### src/rtl/ps2_pkg.sv
// Shared types and constants for the PS/2 receive path.
// Odd-parity helper is used by the frame checker.
package ps2_pkg;

    typedef enum logic [1:0] {
        IDLE   = 2'd0,
        DATA   = 2'd1,
        PARITY = 2'd2,
        STOP   = 2'd3
    } ps2_rx_state_t;

    localparam int PS2_DATA_BITS  = 8;
    localparam int PS2_FILTER_LEN = 8;

    function automatic logic odd_parity_ok(input logic [PS2_DATA_BITS-1:0] data, input logic par);
        return ^{data, par};
    endfunction

endpackage

### src/rtl/ps2_rx_frame_if.sv
// Receiver output bundle: byte strobe feeding the RX FIFO write port plus status.
// No backpressure: the consumer must take every rx_valid.
interface ps2_rx_frame_if;
    import ps2_pkg::*;

    logic [PS2_DATA_BITS-1:0] rx_data;
    logic                     rx_valid;
    logic                     parity_error;
    logic                     frame_error;
    logic                     busy;

    modport master (
        output rx_data,
        output rx_valid,
        output parity_error,
        output frame_error,
        output busy
    );

    modport slave (
        input rx_data,
        input rx_valid,
        input parity_error,
        input frame_error,
        input busy
    );

endinterface

### src/rtl/ps2_input_filter.sv
// 2-flop synchronizer + glitch filter + falling-edge pulse for the PS/2 clock pin.
// fall is a registered 1-cycle pulse FILTER_LEN+2 cycles after a clean pin transition.
module ps2_input_filter import ps2_pkg::*; #(
    parameter int FILTER_LEN = PS2_FILTER_LEN
) (
    input  logic clk,
    input  logic reset_n,
    input  logic pin,
    output logic fall
);

    localparam int CW = $clog2(FILTER_LEN + 1);

    logic          sync1;
    logic          sync2;
    logic          level;
    logic [CW-1:0] cnt;

    // The counter only runs while the sample disagrees with the filtered level,
    // so any glitch shorter than FILTER_LEN cycles is forgotten.
    always_ff @(posedge clk or negedge reset_n) begin
        if (!reset_n) begin
            sync1 <= 1'b1;
            sync2 <= 1'b1;
            level <= 1'b1;
            cnt   <= '0;
            fall  <= 1'b0;
        end else begin
            sync1 <= pin;
            sync2 <= sync1;
            fall  <= 1'b0;
            if (sync2 == level) begin
                cnt <= '0;
            end else if (cnt == CW'(FILTER_LEN - 1)) begin
                level <= sync2;
                cnt   <= '0;
                fall  <= ~sync2;
            end else begin
                cnt <= cnt + 1'b1;
            end
        end
    end

endmodule

### src/rtl/ps2_rx_frame.sv
// PS/2 device-to-host frame receiver: start, 8 data LSB-first, odd parity, stop.
// Strobes are registered, FILTER_LEN+3 cycles after the stop-bit pin edge; no backpressure.
module ps2_rx_frame import ps2_pkg::*; #(
    parameter int FILTER_LEN     = PS2_FILTER_LEN,
    parameter int TIMEOUT_CYCLES = 200000
) (
    input  logic           clk,
    input  logic           reset_n,
    input  logic           enable,
    input  logic           ps2_clk_in,
    input  logic           ps2_data_in,
    ps2_rx_frame_if.master rx
);

    localparam int TW = $clog2(TIMEOUT_CYCLES + 1);
    localparam int BW = $clog2(PS2_DATA_BITS);

    logic                     fall;
    logic                     data_s1;
    logic                     data_s2;
    ps2_rx_state_t            state;
    logic [BW-1:0]            bit_cnt;
    logic [PS2_DATA_BITS-1:0] shift;
    logic [PS2_DATA_BITS-1:0] data_q;
    logic                     par_bit;
    logic [TW-1:0]            tcnt;
    logic                     valid_q;
    logic                     perr_q;
    logic                     ferr_q;
    logic                     busy_q;

    ps2_input_filter #(
        .FILTER_LEN(FILTER_LEN)
    ) u_clk_filter (
        .clk     (clk),
        .reset_n (reset_n),
        .pin     (ps2_clk_in),
        .fall    (fall)
    );

    // Data only needs to be stable around the filtered falling edge, so no filter.
    always_ff @(posedge clk or negedge reset_n) begin
        if (!reset_n) begin
            data_s1 <= 1'b1;
            data_s2 <= 1'b1;
        end else begin
            data_s1 <= ps2_data_in;
            data_s2 <= data_s1;
        end
    end

    always_ff @(posedge clk or negedge reset_n) begin
        if (!reset_n) begin
            state   <= IDLE;
            bit_cnt <= '0;
            shift   <= '0;
            data_q  <= '0;
            par_bit <= 1'b0;
            tcnt    <= '0;
            valid_q <= 1'b0;
            perr_q  <= 1'b0;
            ferr_q  <= 1'b0;
            busy_q  <= 1'b0;
        end else begin
            valid_q <= 1'b0;
            perr_q  <= 1'b0;
            ferr_q  <= 1'b0;
            if (!enable) begin
                state   <= IDLE;
                busy_q  <= 1'b0;
                bit_cnt <= '0;
                tcnt    <= '0;
            end else if (fall) begin
                // A fall always clears the watchdog, so it beats a coincident timeout.
                tcnt <= '0;
                case (state)
                    IDLE: begin
                        if (!data_s2) begin
                            state   <= DATA;
                            busy_q  <= 1'b1;
                            bit_cnt <= '0;
                        end
                    end
                    DATA: begin
                        shift   <= {data_s2, shift[PS2_DATA_BITS-1:1]};
                        bit_cnt <= bit_cnt + 1'b1;
                        if (bit_cnt == BW'(PS2_DATA_BITS - 1)) begin
                            state <= PARITY;
                        end
                    end
                    PARITY: begin
                        par_bit <= data_s2;
                        state   <= STOP;
                    end
                    STOP: begin
                        if (!data_s2) begin
                            ferr_q <= 1'b1;
                        end else if (odd_parity_ok(shift, par_bit)) begin
                            data_q  <= shift;
                            valid_q <= 1'b1;
                        end else begin
                            perr_q <= 1'b1;
                        end
                        state  <= IDLE;
                        busy_q <= 1'b0;
                    end
                    default: begin
                        state  <= IDLE;
                        busy_q <= 1'b0;
                    end
                endcase
            end else if (state != IDLE) begin
                // Strobe lands TIMEOUT_CYCLES+1 cycles after the last fall.
                if (tcnt == TW'(TIMEOUT_CYCLES - 1)) begin
                    ferr_q <= 1'b1;
                    state  <= IDLE;
                    busy_q <= 1'b0;
                    tcnt   <= '0;
                end else begin
                    tcnt <= tcnt + 1'b1;
                end
            end else begin
                tcnt <= '0;
            end
        end
    end

    assign rx.rx_data      = data_q;
    assign rx.rx_valid     = valid_q;
    assign rx.parity_error = perr_q;
    assign rx.frame_error  = ferr_q;
    assign rx.busy         = busy_q;

endmodule

### src/flat_wrapper.sv
// flat-port wrapper written by rule: the top's interface ports become plain ports
module ps2_rx_frame_flat import ps2_pkg::*;
#(
    parameter int FILTER_LEN     = PS2_FILTER_LEN,
    parameter int TIMEOUT_CYCLES = 200000
)
  (clk, reset_n, enable, ps2_clk_in, ps2_data_in, rx_rx_data, rx_rx_valid, rx_parity_error, rx_frame_error, rx_busy);
  ps2_rx_frame_if rx_i ();
  input  logic clk;
  input  logic reset_n;
  input  logic enable;
  input  logic ps2_clk_in;
  input  logic ps2_data_in;
  output wire logic [$bits(rx_i.rx_data)-1:0] rx_rx_data;
  output wire logic [$bits(rx_i.rx_valid)-1:0] rx_rx_valid;
  output wire logic [$bits(rx_i.parity_error)-1:0] rx_parity_error;
  output wire logic [$bits(rx_i.frame_error)-1:0] rx_frame_error;
  output wire logic [$bits(rx_i.busy)-1:0] rx_busy;
  assign rx_rx_data = rx_i.rx_data;
  assign rx_rx_valid = rx_i.rx_valid;
  assign rx_parity_error = rx_i.parity_error;
  assign rx_frame_error = rx_i.frame_error;
  assign rx_busy = rx_i.busy;
  ps2_rx_frame #(.FILTER_LEN(FILTER_LEN), .TIMEOUT_CYCLES(TIMEOUT_CYCLES)) u_core (.clk(clk), .reset_n(reset_n), .enable(enable), .ps2_clk_in(ps2_clk_in), .ps2_data_in(ps2_data_in), .rx(rx_i));
endmodule
### config.mk
export PLATFORM = sky130hd
export DESIGN_NAME = ps2_rx_frame_flat
export DESIGN_NICKNAME = d
export VERILOG_FILES = /design/src/rtl/ps2_pkg.sv /design/src/rtl/ps2_rx_frame_if.sv /design/src/rtl/ps2_input_filter.sv /design/src/rtl/ps2_rx_frame.sv /design/src/flat_wrapper.sv
export SDC_FILE = /design/constraint.sdc
export NUM_CORES = 1
export LEC_CHECK = 0
export CORE_UTILIZATION = 65
export CTS_BUF_LIST = sky130_fd_sc_hd__clkbuf_2
export CTS_CLUSTER_DIAMETER = 120
export DETAILED_ROUTE_END_ITERATION = 8
export PLACE_DENSITY = 0.95
export SLEW_MARGIN = 10
export SYNTH_ARGS = -nofsm -noshare
export SYNTH_HDL_FRONTEND = slang
export SYNTH_HIERARCHICAL = 1
export SYNTH_SLANG_ARGS = --single-unit
### constraint.sdc
create_clock -name clk -period 5.55 [get_ports clk]
set_input_delay 0.8325 -clock clk [delete_from_list [all_inputs] [get_ports clk]]
set_output_delay 0.8325 -clock clk [all_outputs]
set_load 0.01 [all_outputs]
==> flow_metrics.py, run 1 <==
metrics = {
    "synth": {
        "synth_seq_cells": 54,
        "ys_types": 38,
        "synth-edff-count": 0,
        "ys_seq_area_frac": 0.5430,
        "synth.net_count": 232,
        "synth_area_leaders": "dfrtp_1 49%, xnor2_1 6.0%, mux2_2 5.9%, dfstp_2 5.3%, ha_1 4.5%",
        "yosysWarnings": 6,
        "synth_top_cell_area_share": 0.4905,
        "synth_ff_type": "dfrtp_1",
        "netlist_area_um2": 2500,
        "netlist_instances": 218,
        "synth_top_area_cell": "dfrtp_1",
        "synth.avg_cell_area_um2": 11.47,
        "synthArstFlopShare": 1.000,
    },
    "global_route": {
        "grt_pass1_wl_um": 7093,
        "grt_pass1_vias": 1622,
        "antenna_found_initial": 0,
        "track_usage": 0.2289,
        "grt_overflow_total": 0,
        "grt_max_degree": 55,
    },
    "timing": {
        "setup_tns_ns": 0,
        "slew_headroom": 0.5460,
        "finClkSkew_ns": 0.01765,
        "fmax_mhz": 398.5,
        "hold_viol": 0,
        "worst_slew_pin_slew_ns": 0.6748,
        "fin_crit_sh": 0.4522,
        "maxSlewViolCount": 0,
        "rsz0062_at_grt": "no",
        "min_period_ns": 2.510,
        "setup_viol": 0,
    },
    "clocking": {
        "cts_buffer_depth": 2,
        "cts_buffers": 5,
        "htree_levels": 2,
        "clkTransAtPathRegs_ns": 0.24,
        "cts_tree": "yes",
        "root_buffer": "clkbuf_2",
        "postCtsSetupBuffers": 0,
        "cts_hold_buf": 0,
        "cts_resized": 0,
        "clk_latency_ns": 0.42,
        "clkSinkCount": 54,
    },
    "floorplanning": {
        "die_y_um": 64.02,
        "start_util": 0.6828,
        "core_area_um2": 3661,
        "die_width_um": 64.02,
        "die_area_um2": 4098,
        "io_pins": 17,
        "row_count": 22,
    },
    "setup_path": {
        "path_buf_inv": 1,
        "r2r_slack_ns": 3.47,
        "cp_top_family": "buffers and inverters",
        "reg2reg_to": "u_core/state[1]",
        "path_cells": "clkdlybuf4s50_1, nand3_1, nor2_1, nand2_1, mux2i_4, mux2_2",
        "cp_max_fo": 15,
        "setup.worst_path.class": "input pin to flop",
        "end_kind": "flop",
        "r2r_cells": 5,
        "crit_arrival_ns": 2.85,
        "crit_required_ns": 5.89,
        "critPathSlowestCell": "clkdlybuf4s50_1",
        "slowest_delay_ns": 0.81,
        "timing.rr.start": "u_core/tcnt[13]",
        "worstSetupStartpointType": "input pin",
    },
    "layout": {
        "stdcell_count": 287,
        "drive_above_1_share": 0.1548,
        "n_antenna_cell": 0,
        "stdcell_area_um2": 2749,
        "final_cell_mix": "49 x dfrtp_1, 25 x nor2_1, 17 x xnor2_1",
        "utilization": 0.7509,
        "fill_cells": 235,
        "syn_to_final_growth_pct": 9.960,
        "nets": 252,
        "final_common_cell": "dfrtp_1",
    },
    "placed_design": {
        "place_inst": 279,
        "placed_area_um2": 2703,
        "hpwl_um": 2970,
        "gp_congestion": 0.7885,
        "portBuffers": 16,
    },
    "hold_path": {
        "hp-start": "u_core/data_s1",
        "hold_class": "flop to flop",
        "whs_path_depth": 0,
        "hold_end": "u_core/data_s2",
    },
    "pwr": {
        "peakVddDrop_mv": 0.1739,
        "p_int_mw": 0.4622,
        "power.density_nw_per_um2": 223.9,
        "p_seq_frac": 0.687,
        "power_frac_clock": 0.245,
        "power_frac_comb": 0.067,
        "power.switching_mw": 0.1532,
        "p_sw_frac": 0.2490,
        "p_leak_nw": 1.163,
    },
    "route": {
        "drc": 0,
        "first_pass_iters": 4,
        "dr.first_iter.drc_count": 105,
        "vias_per_cell": 5.676,
        "vias": 1629,
        "totalWireLength_um": 4094,
        "postRouteAntennaNets": 0,
        "avgRoutedWirePerCell_um": 14.26,
    },
    "status": {
        "status": "finished, final reports clean",
    },
    "run": {
        "cap_violations": 0,
    },
}
==> through the flow <==
step	power, mW	hold slack (ns)	setup slack (ns)
4_1_cts	0.6214	0.3749	3.066
3_3_place_gp	0.4684	0.3457	2.679
5_1_grt	0.6483	0.3577	2.939
3_5_place_dp	0.4707	0.3468	2.584
6_report	0.6155	0.3747	3.040
2_1_floorplan	0.4538	0.3452	3.370
==> cell type report <==
cell class | instances | area (µm²) | area share
Clock buffer | 5 | 25.02 | 0.009103
Multi-Input combinational cell | 149 | 1081 | 0.3933
Inverter | 11 | 41.29 | 0.01502
Tap cell | 48 | 60.06 | 0.02185
Sequential cell | 54 | 1358 | 0.4939
Clock inverter | 3 | 21.27 | 0.007738
Timing Repair Buffer | 17 | 162.7 | 0.05917
==> per-layer routing <==
layer  global-route usage  share of wire  vias to the layer above
li1                     -              -                      785
met1               0.3010           0.46                      785
met2               0.3670           0.48                       48
met3              0.04643          0.038                       11
met4               0.1023          0.019                        0
met5                    0              0                        -
==> power groups by stage <==
| stage | Combinational [mW] | Clock [mW] | Sequential [mW] |
|---|---|---|---|
| finish | 0.0413 | 0.151 | 0.423 |
| global route | 0.0473 | 0.175 | 0.426 |
| CTS | 0.0423 | 0.157 | 0.422 |
| detailed placement | 0.0417 | 0 | 0.429 |
| global placement | 0.0405 | 0 | 0.428 |
| floorplan | 0.0277 | 0 | 0.426 |
==> synth_stat cells (2+ instances only) <==
cell type and instances:
inv_1 11, mux2i_1 2, mux2_2 13, nand4_1 7
dfstp_2 5, nor4_1 4, o21ai_0 12, dfrtp_1 49
ha_1 9, xnor2_1 17, nor3_1 2, nand2_1 13
nand3_1 13, nor3b_1 2, clkbuf_1 2, nand3_2 2
and3_1 3, nor2_1 25, xor2_1 8
==> registers in the layout (all words and copies together) (netlist names), 2 cells and up <==
register,count
u_core/bit_cnt,3
u_core/rx.rx_data,8
u_core/shift,8
u_core/state,2
u_core/tcnt,18
u_core/u_clk_filter/cnt,4
==> worst max path at each step <==
| stage | start | to | cells past startpoint |
|---|---|---|---|
| 6_report | enable | u_core/rx.rx_data[0] | 6 |
| 5_1_grt | enable | u_core/rx.rx_data[3] | 6 |
| 4_1_cts | enable | u_core/rx.rx_data[3] | 6 |
| 3_5_place_dp | enable | u_core/rx.rx_data[3] | 6 |
| 3_3_place_gp | enable | u_core/rx.rx_data[4] | 6 |
| 2_1_floorplan | enable | u_core/rx.rx_data[0] | 6 |
==> cells by family after synthesis <==
logic type               after synthesis  share of synthesized area
adder cells (fa/ha/maj)                9                    0.04505
AND/OR/NAND/NOR                       79                     0.1637
buffers and inverters                 15                    0.02453
XOR/XNOR                              26                    0.09410
flip-flops                            54                     0.5430
AO/OA/AOI/OAI                         18                    0.04805
multiplexers                          17                    0.08158
Note: power is estimated with default switching activity, not from simulation.
==> run 2: changes to the inputs <==
--- a/config.mk
+++ b/config.mk
@@ -5,11 +5,11 @@
 export SDC_FILE = /design/constraint.sdc
 export NUM_CORES = 1
 export LEC_CHECK = 0
-export CORE_UTILIZATION = 65
+export CORE_UTILIZATION = 55
 export CTS_BUF_LIST = sky130_fd_sc_hd__clkbuf_2
 export CTS_CLUSTER_DIAMETER = 120
 export DETAILED_ROUTE_END_ITERATION = 8
-export PLACE_DENSITY = 0.95
+export PLACE_DENSITY = 0.9
 export SLEW_MARGIN = 10
 export SYNTH_ARGS = -nofsm -noshare
 export SYNTH_HDL_FRONTEND = slang
==> constraint.sdc (replaced) <==
create_clock -name clk -period 2.3 [get_ports clk]
set_input_delay 0.345 -clock clk [delete_from_list [all_inputs] [get_ports clk]]
set_output_delay 0.345 -clock clk [all_outputs]
set_load 0.01 [all_outputs]
==> flow_metrics.py, run 2 (synthesis results as in run 1) <==
metrics = {
    "status": {
        "status": "finished, final reports clean",
    },
    "pwr": {
        "power_frac_clock": 0.253,
        "p_leak_nw": 1.179,
        "p_seq_frac": 0.677,
        "power.density_nw_per_um2": 540.6,
        "p_sw_frac": 0.2565,
        "power.switching_mw": 0.3874,
        "power_frac_comb": 0.070,
        "peakVddDrop_mv": 0.3665,
        "p_int_mw": 1.123,
    },
    "global_route": {
        "track_usage": 0.1880,
        "grt_max_degree": 30,
        "antenna_found_initial": 0,
        "grt_overflow_total": 0,
        "grt_pass1_vias": 1665,
        "grt_pass1_wl_um": 7210,
    },
    "route": {
        "postRouteAntennaNets": 0,
        "avgRoutedWirePerCell_um": 13.86,
        "vias": 1634,
        "vias_per_cell": 5.558,
        "first_pass_iters": 4,
        "dr.first_iter.drc_count": 103,
        "drc": 0,
        "totalWireLength_um": 4075,
    },
    "timing": {
        "rsz0062_at_grt": "no",
        "maxSlewViolCount": 0,
        "fin_crit_sh": 0.8948,
        "worst_slew_pin_slew_ns": 0.6510,
        "min_period_ns": 2.058,
        "setup_viol": 0,
        "fmax_mhz": 485.9,
        "slew_headroom": 0.5620,
        "finClkSkew_ns": 0.03226,
        "hold_viol": 0,
        "setup_tns_ns": 0,
    },
    "placed_design": {
        "portBuffers": 16,
        "placed_area_um2": 2735,
        "gp_congestion": 0.7750,
        "hpwl_um": 3015,
        "place_inst": 285,
    },
    "layout": {
        "n_antenna_cell": 0,
        "final_common_cell": "dfrtp_1",
        "utilization": 0.6417,
        "drive_above_1_share": 0.1612,
        "top_register": "u_core/tcnt",
        "syn_to_final_growth_pct": 11.76,
        "largest_reg_flops": 18,
        "stdcell_area_um2": 2794,
        "stdcell_count": 294,
        "fill_cells": 313,
        "final_cell_mix": "49 x dfrtp_1, 25 x nor2_1, 17 x xnor2_1",
        "nets": 255,
    },
    "clocking": {
        "cts_hold_buf": 1,
        "postCtsSetupBuffers": 0,
        "cts_tree": "yes",
        "clk_latency_ns": 0.46,
        "cts_buffers": 5,
        "root_buffer": "clkbuf_2",
        "htree_levels": 2,
        "cts_resized": 0,
        "clkSinkCount": 54,
        "cts_buffer_depth": 2,
        "clkTransAtPathRegs_ns": 0.26,
    },
    "floorplanning": {
        "die_width_um": 69.42,
        "core_area_um2": 4354,
        "start_util": 0.5741,
        "io_pins": 17,
        "die_area_um2": 4819,
        "row_count": 24,
        "die_y_um": 69.42,
    },
    "setup_path": {
        "slowest_delay_ns": 0.53,
        "critPathSlowestCell": "or4b_1",
        "end_kind": "flop",
        "crit_arrival_ns": 2.44,
        "setup.worst_path.class": "flop to flop",
        "crit_required_ns": 2.68,
        "path_cells": "or4b_1, nor4_2, nand3_2, o311ai_4, mux2i_1",
        "worstSetupStartpointType": "flop",
        "cp_max_fo": 5,
    },
    "run": {
        "cap_violations": 0,
    },
    "hold_path": {
        "hold_class": "input pin to flop",
    },
}
run 2: power by group through the flow:
stage	Combinational [mW]	Sequential, mW	Clock (mW)
after CTS	0.109	1.02	0.400
after global placement	0.103	1.03	0
after detailed placement	0.108	1.04	0
final	0.106	1.02	0.382
after floorplan	0.0667	1.03	0
after global routing	0.120	1.03	0.430
run 2: worst max-delay path: cells and delay by family (launching register included):
family / cells / cell delay, ns
flip-flops: 1 / 0.49
AND/OR/NAND/NOR: 3 / 0.98
AO/OA/AOI/OAI: 1 / 0.30
multiplexers: 1 / 0.22
run 2: final timing paths:
| path | from | endpoint | slack, ns | cells after the start |
|---|---|---|---|---|
| worst min-delay path | ps2_data_in | u_core/data_s1 | 0.27 | 1 |
| worst max-delay path | u_core/tcnt[13] | u_core/state[1] | 0.24 | 5 |
| worst min register to register | u_core/u_clk_filter/sync1 | u_core/u_clk_filter/sync2 | 0.38 | 0 |
| min in group asynchronous | reset_n | u_core/rx.rx_data[6] | 0.37 | 2 |
| worst max register to register | u_core/tcnt[13] | u_core/state[1] | 0.24 | 5 |
| max in group asynchronous | reset_n | u_core/u_clk_filter/sync1 | 1.27 | 3 |
run 2: layout make-up:
cell class,instances,area [µm²],share of cell area
clock buffers,5,25.02,0.008957
clock inverters,3,23.77,0.008509
inverters,11,41.29,0.01478
multi-input cells,149,1081,0.3869
flip-flops and latches,54,1358,0.4859
well taps,52,65.06,0.02329
repair buffers,20,200.2,0.07165
run 2: layer usage:
layer  vias to the layer above  global-route usage  routed length [µm]
met5                         -                   0                   0
met4                         0             0.07483                  72
met3                         9             0.04215                 131
met2                        30              0.3096                2004
met1                       799              0.2412                1866
li1                        796                   -                   -
run 2: stage by stage:
step	worst slack (ns)	hold slack, ns	total power [mW]
4_1_cts	0.2165	0.2472	1.532
3_3_place_gp	0.3037	0.3458	1.135
5_1_grt	0.09502	0.2374	1.577
6_report	0.2419	0.2721	1.510
2_1_floorplan	0.4483	0.04941	1.095
3_5_place_dp	0.2733	0.3488	1.145
==> run 3: changes to the inputs <==
--- a/config.mk
+++ b/config.mk
@@ -10,6 +10,7 @@
 export CTS_CLUSTER_DIAMETER = 120
 export DETAILED_ROUTE_END_ITERATION = 8
 export PLACE_DENSITY = 0.9
+export REMOVE_ABC_BUFFERS = 1
 export SLEW_MARGIN = 10
 export SYNTH_ARGS = -nofsm -noshare
 export SYNTH_HDL_FRONTEND = slang
==> flow_metrics.py, run 3 (synthesis results as in run 1) <==
metrics = {
    "status": {
        "status": "finished, final reports clean",
    },
    "global_route": {
        "antenna_found_initial": 0,
        "track_usage": 0.1951,
        "grt_overflow_total": 0,
        "grt_pass1_vias": 1607,
        "grt_max_degree": 55,
        "grt_pass1_wl_um": 7493,
    },
    "layout": {
        "stdcell_area_um2": 2778,
        "fill_cells": 346,
        "syn_to_final_growth_pct": 11.11,
        "drive_above_1_share": 0.1570,
        "nets": 255,
        "largest_reg_flops": 18,
        "n_antenna_cell": 0,
        "final_cell_mix": "49 x dfrtp_1, 25 x nor2_1, 17 x xnor2_1",
        "top_register": "u_core/tcnt",
        "final_common_cell": "dfrtp_1",
        "seqCellArea_um2": 1358,
        "multiInputGateArea_um2": 1081,
    },
    "hold_path": {
        "hold_class": "input pin to flop",
    },
    "route": {
        "first_pass_iters": 4,
        "avgRoutedWirePerCell_um": 14.04,
        "drc": 0,
        "vias_per_cell": 5.483,
        "vias": 1612,
        "dr.first_iter.drc_count": 99,
        "totalWireLength_um": 4127,
        "postRouteAntennaNets": 0,
    },
    "timing": {
        "timing.final.ws_setup_ns": 0.2482,
        "fmax_mhz": 487.4,
        "setup_tns_ns": 0,
        "setup_viol": 0,
        "worst_slew_pin_slew_ns": 0.6541,
        "maxSlewViolCount": 0,
        "min_period_ns": 2.052,
        "holdWs_ns": 0.2590,
        "slew_headroom": 0.5639,
        "fin_crit_sh": 0.8921,
        "rsz0062_at_grt": "no",
        "finClkSkew_ns": 0.01193,
        "hold_viol": 0,
    },
    "clocking": {
        "clkSinkCount": 54,
        "postCtsSetupBuffers": 0,
        "root_buffer": "clkbuf_2",
        "cts_buffers": 5,
        "htree_levels": 2,
        "clk_latency_ns": 0.45,
        "clkTransAtPathRegs_ns": 0.26,
        "cts_hold_buf": 1,
        "cts_tree": "yes",
        "cts_buffer_depth": 2,
        "cts_resized": 0,
    },
    "setup_path": {
        "critPathSlowestCell": "or4b_1",
        "setup.worst_path.class": "flop to flop",
        "cp_max_fo": 5,
        "path_buf_inv": 0,
        "worstSetupStartpointType": "flop",
        "crit_required_ns": 2.69,
        "end_kind": "flop",
        "path_cells": "or4b_1, nor4_2, nand3_2, o311ai_4, mux2i_1",
        "slowest_delay_ns": 0.53,
        "crit_arrival_ns": 2.44,
        "cp_top_family": "simple AND/OR/NAND/NOR gates",
    },
    "placed_design": {
        "portBuffers": 16,
        "gp_congestion": 0.8288,
        "place_ws_ns": 0.2466,
        "hpwl_um": 2845,
        "placed_area_um2": 2723,
    },
    "floorplanning": {
        "die_width_um": 69.42,
        "row_count": 24,
        "die_area_um2": 4819,
        "io_pins": 17,
        "start_util": 0.5741,
        "core_area_um2": 4354,
        "die_y_um": 69.42,
    },
    "pwr": {
        "power.density_nw_per_um2": 540.2,
        "peakVddDrop_mv": 0.3142,
        "p_leak_nw": 1.176,
    },
    "run": {
        "cap_violations": 0,
    },
}
-- run 3: changes by cell type in the layout (fill, tap and decap cells not counted), sizes merged --
cell and delta:
clkinvlp -1, clkinv +1
-- run 3: cell type report --
cell class | count | area share
Inverter | 11 | 0.01486
Timing Repair Buffer | 20 | 0.06757
Multi-Input combinational cell | 149 | 0.3892
Sequential cell | 54 | 0.4887
Clock buffer | 5 | 0.009009
Tap cell | 52 | 0.02342
Clock inverter | 3 | 0.007207
-- run 3: report_power, final --
part	leakage [nW]	switching, mW	internal [mW]
combinational	0.414	0.0522	0.0509
sequential	0.735	0.0300	0.992
clock	0.0270	0.300	0.0754
-- run 3: through the flow --
stage / total power [mW] / utilization / instances
after global routing: 1.568 / 0.6379 / 294
after floorplan: 1.091 / - / 214
after detailed placement: 1.140 / 0.6253 / 285
final: 1.501 / 0.6379 / 294
after CTS: 1.515 / 0.6379 / 294
after global placement: 1.133 / 0.6253 / 285
-- run 3: per-layer routing --
layer,up-vias,track usage,routed length [µm]
met2,26,0.2945,1933
met4,0,0.06349,68
met1,789,0.2742,1999
li1,790,-,-
met5,-,0,0
met3,7,0.05378,127
-- run 3: final timing paths --
check | startpoint | endpoint | slack (ns) | cells after the start
setup / recovery | u_core/tcnt[13] | u_core/state[1] | 0.25 | 5
setup reg to reg | u_core/tcnt[13] | u_core/state[1] | 0.25 | 5
hold reg to reg | u_core/u_clk_filter/sync1 | u_core/u_clk_filter/sync2 | 0.38 | 0
min in group asynchronous | reset_n | u_core/rx.rx_data[4] | 0.51 | 3
max in group asynchronous | reset_n | u_core/tcnt[5] | 1.36 | 3
hold / removal | ps2_data_in | u_core/data_s1 | 0.26 | 1
